**config.mk**
```make
export PLATFORM = sky130hd
export DESIGN_NAME = fpga_config_loader
export DESIGN_NICKNAME = d
export VERILOG_FILES = /design/src/rtl/fpga_config_loader.sv
export SDC_FILE = /design/constraint.sdc
export NUM_CORES = 1
export LEC_CHECK = 0
export CAP_MARGIN = 20
export CORE_MARGIN = 8
export CORE_UTILIZATION = 30
export DETAILED_ROUTE_END_ITERATION = 12
export PLACE_DENSITY = 0.57
export SLEW_MARGIN = 0
export SYNTH_ARGS = -nofsm -noshare
export SYNTH_HDL_FRONTEND = slang
export SYNTH_SLANG_ARGS = --single-unit
```
**constraint.sdc**
```tcl
create_clock -name shift_clk -period 1.5 [get_ports shift_clk]
set_input_delay 0.45 -clock shift_clk [delete_from_list [all_inputs] [get_ports shift_clk]]
set_output_delay 0.45 -clock shift_clk [all_outputs]
set_load 0.005 [all_outputs]
```
**src/rtl/fpga_config_loader.sv**
```systemverilog
// Word-to-multichain serial configuration loader. Each accepted word is spread over CHAINS shift
// chains, S = WORD_W/CHAINS bits per chain, LSB first. Define CFG_CRC_EN to add a trailing CRC-16 check.
module fpga_config_loader #(
  parameter int CHAINS    = 4,
  parameter int WORD_W    = 16,
  parameter int CHAIN_LEN = 256
) (
  input  logic              shift_clk,
  input  logic              shift_rst_n,
  input  logic              start,
  input  logic [WORD_W-1:0] cfg_data,
  input  logic              cfg_valid,
  output logic              cfg_ready,
  output logic              shift_en,
  output logic [CHAINS-1:0] shift_o,
  output logic              busy,
  output logic              done,
  output logic              error,
  output logic [2:0]        dbg_state
);

  localparam int S     = WORD_W / CHAINS;
  localparam int CNT_W = $clog2(CHAIN_LEN + 1);
  localparam int SH_W  = (S > 1) ? $clog2(S) : 1;
  localparam logic [CNT_W-1:0] LAST_BIT  = CNT_W'(CHAIN_LEN);
  localparam logic [SH_W-1:0]  LAST_SHFT = SH_W'(S - 1);

  typedef enum logic [2:0] {
    IDLE  = 3'd0,
    LOAD  = 3'd1,
    SHIFT = 3'd2,
`ifdef CFG_CRC_EN
    CHECK = 3'd5,
`endif
    DONE  = 3'd3,
    ERROR = 3'd4
  } state_t;

  state_t             state_q, state_d;
  logic [WORD_W-1:0]  buf_q, buf_d;
  logic [CNT_W-1:0]   cnt_q, cnt_d;
  logic [SH_W-1:0]    sh_q, sh_d;
  logic               shift_en_q, shift_en_d;
  logic [CHAINS-1:0]  shift_o_q, shift_o_d;
  logic               done_q, done_d;

`ifdef CFG_CRC_EN
  logic [15:0] crc_q, crc_d;
  logic        error_q, error_d;

  // CRC-16-CCITT, MSB-first register, fed with the word's bits LSB first.
  function automatic logic [15:0] crc_fold(input logic [15:0] crc, input logic [WORD_W-1:0] w);
    logic [15:0] c;
    logic        fb;
    c = crc;
    for (int i = 0; i < WORD_W; i++) begin
      fb = c[15] ^ w[i];
      c  = {c[14:0], 1'b0} ^ (fb ? 16'h1021 : 16'h0000);
    end
    return c;
  endfunction

  function automatic logic [15:0] crc_field(input logic [WORD_W-1:0] w);
    logic [15:0] v;
    v = '0;
    for (int i = 0; i < 16; i++) if (i < WORD_W) v[i] = w[i];
    return v;
  endfunction
`endif

  // Valid/ready: a word moves only on a cycle where cfg_valid and cfg_ready are both high;
  // cfg_ready depends on the registered state alone, so the producer may hold valid indefinitely.
`ifdef CFG_CRC_EN
  assign cfg_ready = (state_q == LOAD) || (state_q == CHECK);
  assign busy      = (state_q == LOAD) || (state_q == SHIFT) || (state_q == CHECK);
  assign error     = error_q;
`else
  assign cfg_ready = (state_q == LOAD);
  assign busy      = (state_q == LOAD) || (state_q == SHIFT);
  assign error     = 1'b0;
`endif
  assign shift_en  = shift_en_q;
  assign shift_o   = shift_o_q;
  assign done      = done_q;
  assign dbg_state = state_q;

  always_comb begin
    state_d    = state_q;
    buf_d      = buf_q;
    cnt_d      = cnt_q;
    sh_d       = sh_q;
    shift_en_d = 1'b0;
    shift_o_d  = '0;
    done_d     = done_q;
`ifdef CFG_CRC_EN
    crc_d      = crc_q;
    error_d    = error_q;
`endif
    case (state_q)
      IDLE, DONE, ERROR: begin
        if (start) begin
          state_d = LOAD;
          buf_d   = '0;
          cnt_d   = '0;
          sh_d    = '0;
          done_d  = 1'b0;
`ifdef CFG_CRC_EN
          crc_d   = 16'hFFFF;
          error_d = 1'b0;
`endif
        end
      end
      LOAD: begin
        if (cfg_valid) begin
          buf_d   = cfg_data;
          sh_d    = '0;
          state_d = SHIFT;
`ifdef CFG_CRC_EN
          crc_d   = crc_fold(crc_q, cfg_data);
`endif
        end
      end
      SHIFT: begin
        shift_en_d = 1'b1;
        shift_o_d  = buf_q[CHAINS-1:0];
        buf_d      = buf_q >> CHAINS;
        cnt_d      = cnt_q + CNT_W'(1);
        if (sh_q == LAST_SHFT) begin
          sh_d = '0;
          if (cnt_d == LAST_BIT) begin
`ifdef CFG_CRC_EN
            state_d = CHECK;
`else
            state_d = DONE;
            done_d  = 1'b1;
`endif
          end else begin
            state_d = LOAD;
          end
        end else begin
          sh_d = sh_q + SH_W'(1);
        end
      end
`ifdef CFG_CRC_EN
      CHECK: begin
        if (cfg_valid) begin
          if (crc_field(cfg_data) == crc_q) begin
            state_d = DONE;
            done_d  = 1'b1;
          end else begin
            state_d = ERROR;
            error_d = 1'b1;
          end
        end
      end
`endif
      default: state_d = IDLE;
    endcase
  end

  always_ff @(posedge shift_clk or negedge shift_rst_n) begin
    if (!shift_rst_n) begin
      state_q    <= IDLE;
      buf_q      <= '0;
      cnt_q      <= '0;
      sh_q       <= '0;
      shift_en_q <= 1'b0;
      shift_o_q  <= '0;
      done_q     <= 1'b0;
`ifdef CFG_CRC_EN
      crc_q      <= '0;
      error_q    <= 1'b0;
`endif
    end else begin
      state_q    <= state_d;
      buf_q      <= buf_d;
      cnt_q      <= cnt_d;
      sh_q       <= sh_d;
      shift_en_q <= shift_en_d;
      shift_o_q  <= shift_o_d;
      done_q     <= done_d;
`ifdef CFG_CRC_EN
      crc_q      <= crc_d;
      error_q    <= error_d;
`endif
    end
  end

endmodule

```
==> results.md <==
- Crit-path max FO: 2
- RSZ-0062 raised after global routing: yes
- Fmax: between 600 and 700 MHz
- Synth warn: 0
- Top cell type's share of synthesized area: 0.503
- Hold_ws: between 0.4 and 0.5 ns
- Worst Path Required: 1.05 ns
- Crit-path cells: buf_6, ha_4, inv_2, buf_6
- Final setup margin: -0.164 ns
- # setup viols final: 32
- Die Width: 92.2 µm
- Main synth FF type: dfrtp_1
- Core box area: roughly 5600 µm²
- Post-synth EDFFs: 0
- Most frequent CP cell: buf_6
- Crit path depth: 4
- Clk_lat worst skew: between 0.2 and 0.3 ns
- Synth area leaders: dfrtp_1 50%, o21ai_0 8.9%, nand2_1 6.9%
- Drt drc: 0
- Share of cells above drive strength 1: 0.329
- CP arrival: about 1.2 ns
- Tot GR Track Use: 0.105
- DIE HEIGHT: 92.2 µm
- Syn Inst Count: about 180
- Commonest cells in the netlist: 35 x dfrtp_1, 32 x nand2_1, 31 x o21ai_0
- Yosys reg bits: 35
- Largest net degree at the start of global routing: 36
- Overflow after GRT: 0
- Reg-to-Reg Start: dbg_state[1]
- Area Growth Syn to Fin: 60.3%
- Slowest-stage cell, CP: dfrtp_1
- Worst R2R End: cnt_q[8]
- CTS sink count: 35
- Place WS: -0.281 ns
- R2r worst-path depth: 7
- Power Dens Cells: 1920 nW/µm²
- Max cap viols: 0
- Drt pass-1 iters: 4
- Largest delay share family, worst path: flip-flops
- Status: finished, violations left
- Initial DRC Count: 53
- Fin nets: between 200 and 300
- Slew Viols, Final: 0
- N_diodes: 0
- I/O pin cnt: 32
- Maximum single-stage delay on the critical path: 0.40 ns
- Hold worst-path end: buf_q[0]
- Failing checks: negative setup slack
- Sequential element share of the synthesized area: 0.503
- DR WL/cell: 14.7 µm
- Initial core utilization: 0.312
- Number of global-route vias before repair: around 1500
- Worst setup EP type: output port
- DP HPWL: 3.05 mm
- Min-delay src: buf_q[0]
- Worst-case clock buffer depth: 2
- Gpl congestion: between 0.7 and 0.8
- FF-to-FF setup slack: -0.14 ns
- Root Driver: clkbuf_8
- Syn Std Cell Area: about 1700 µm²
- Kind of critical path: register to output port
- Worst vdd ir: 0.932 mV
- Full die area: ~8500 µm²
- Final hold vios: 0
- Worst Setup Start Kind: register
- Final wirelength: roughly 4.8 mm
- Syn Area/Cell: 9.52 µm²
- Post-synthesis async set-or-reset flop share: 1.00
- Port Buffers: 29
- Total CTS buffers: 5
- Hold Path Class: register to register
- Number of distinct library cells after synthesis: 39
- Worst Hold Depth: 2
- Final worst-path cycle share: 1.11
- Count leader, synth: dfrtp_1
- Final setup TNS: -2.13 ns
- Site row count: 27
- Worst path bufs/invs: 3
- Leak: 1.26 nW
- Antenna violations before repair: 0
- Clk_skew: between 0.006 and 0.007 ns
- DR vias: between 1500 and 2000
- Hold buffers post-CTS: 0
- Synth area leader: dfrtp_1
- Clock slew at reported path FFs: roughly 0.070 ns
- Vias per cell: 4.84
- First-pass GRT wire length: about 7.2 mm
- CTS tree: done
- Post-layout minimum cycle time: between 1.5 and 2 ns
- Antenna viol nets, final: 0
- Htree depth: 2
[worst max-delay path by stage]
stage	start	to	slack, ns
finish	dbg_state[1]	busy	-0.16
global route	dbg_state[1]	cnt_q[8]	-0.20
CTS	dbg_state[1]	busy	-0.17
detailed placement	start	cnt_q[4]	-0.28
global placement	start	cnt_q[3]	-0.29
floorplan	cnt_q[1]	dbg_state[1]	-0.02
[per-layer routing]
layer  up-vias  part of all wire  global-route usage
met4         0             0.033              0.0430
met2        33              0.48               0.165
met3        13             0.041              0.0342
met5         -                 0                   0
li1        790                 -                   -
met1       760              0.44               0.128
[where the power goes]
| group | internal (mW) | switching [mW] |
|---|---|---|
| clock network | 0.323 | 0.378 |
| logic | 1.79 | 1.50 |
| registers | 1.23 | 0.161 |
| total | 3.34 | 2.03 |
[kinds of logic (layout without fill, tap and decap cells)]
family / count (synthesis) / after routing / synth area share
simple gates: 66 / 66 / 0.189
compound gates: 58 / 58 / 0.208
flops: 35 / 35 / 0.503
buf+inv: 14 / 88 / 0.0388
fa+ha+maj: 6 / 6 / 0.0431
mux: 2 / 2 / 0.0115
other cells: 1 / 2 / 0.00215
xor+xnor: 1 / 1 / 0.00503
[state kept, by name, indices dropped and copies added, names as in the netlist]
signal,count
cnt_q,9
done,1
dbg_state,2
sh_q,2
shift_en,1
buf_q,16
shift_o,4
[layout make-up]
| cell class | count | area [µm²] |
|---|---|---|
| multi-input combinational | 135 | 958 |
| timing repair buffer | 75 | 757 |
| tap | 72 | 90.1 |
| clock buffer | 5 | 68.8 |
| fill | 518 | 2780 |
| sequential | 35 | 876 |
| clock inverter | 3 | 20.0 |
| inverter | 5 | 21.3 |
[metrics by stage]
step | power [mW] | instance area [µm²] | util | cells
2_1_floorplan | 2.51 | 1780 | - | 184
4_1_cts | 4.64 | 2600 | 0.467 | 321
6_report | 5.37 | 2790 | 0.501 | 330
5_1_grt | 5.67 | 2790 | 0.501 | 330
3_3_place_gp | 3.55 | 2360 | 0.424 | 307
3_5_place_dp | 3.57 | 2360 | 0.424 | 307
[worst register-to-register path: cells and delay by family, from the launching register on]
kind | cells | cell delay, ns
flip-flops | 1 | 0.40
adder cells (fa/ha/maj) | 1 | 0.26
AND/OR/NAND/NOR | 1 | 0.07
buffers and inverters | 2 | 0.28
AO/OA/AOI/OAI | 1 | 0.09
multiplexers | 2 | 0.44
[cell usage in the layout (no fill, tap or decap), types with 2 or more instances in the layout]
| cell | n |
|---|---|
| ha_4 | 3 |
| a31oi_2 | 2 |
| clkbuf_16 | 3 |
| and2_4 | 4 |
| clkbuf_8 | 5 |
| nand2_8 | 2 |
| and2_1 | 5 |
| nand2b_4 | 2 |
| conb_1 | 2 |
| o21ai_1 | 14 |
| nand3_1 | 4 |
| dfrtp_1 | 35 |
| a21oi_1 | 3 |
| ha_1 | 3 |
| nor2_1 | 9 |
| buf_6 | 11 |
| dlygate4sd2_1 | 6 |
| buf_4 | 32 |
| buf_12 | 3 |
| clkdlybuf4s50_1 | 19 |
| clkinvlp_4 | 2 |
| a22oi_1 | 12 |
| inv_1 | 3 |
| o21ai_0 | 16 |
| nand2_1 | 29 |
[timing repair]
item / 4_1_cts / 5_1_grt
setup endpoints to repair: 40 / 34
pin swaps: 9 / 4
gates resized for setup: 58 / 23
gates cloned: 0 / 3
buffers inserted: 7 / 6
hold endpoints to repair: 0 / 0
Note: power is estimated with default switching activity, not from simulation.
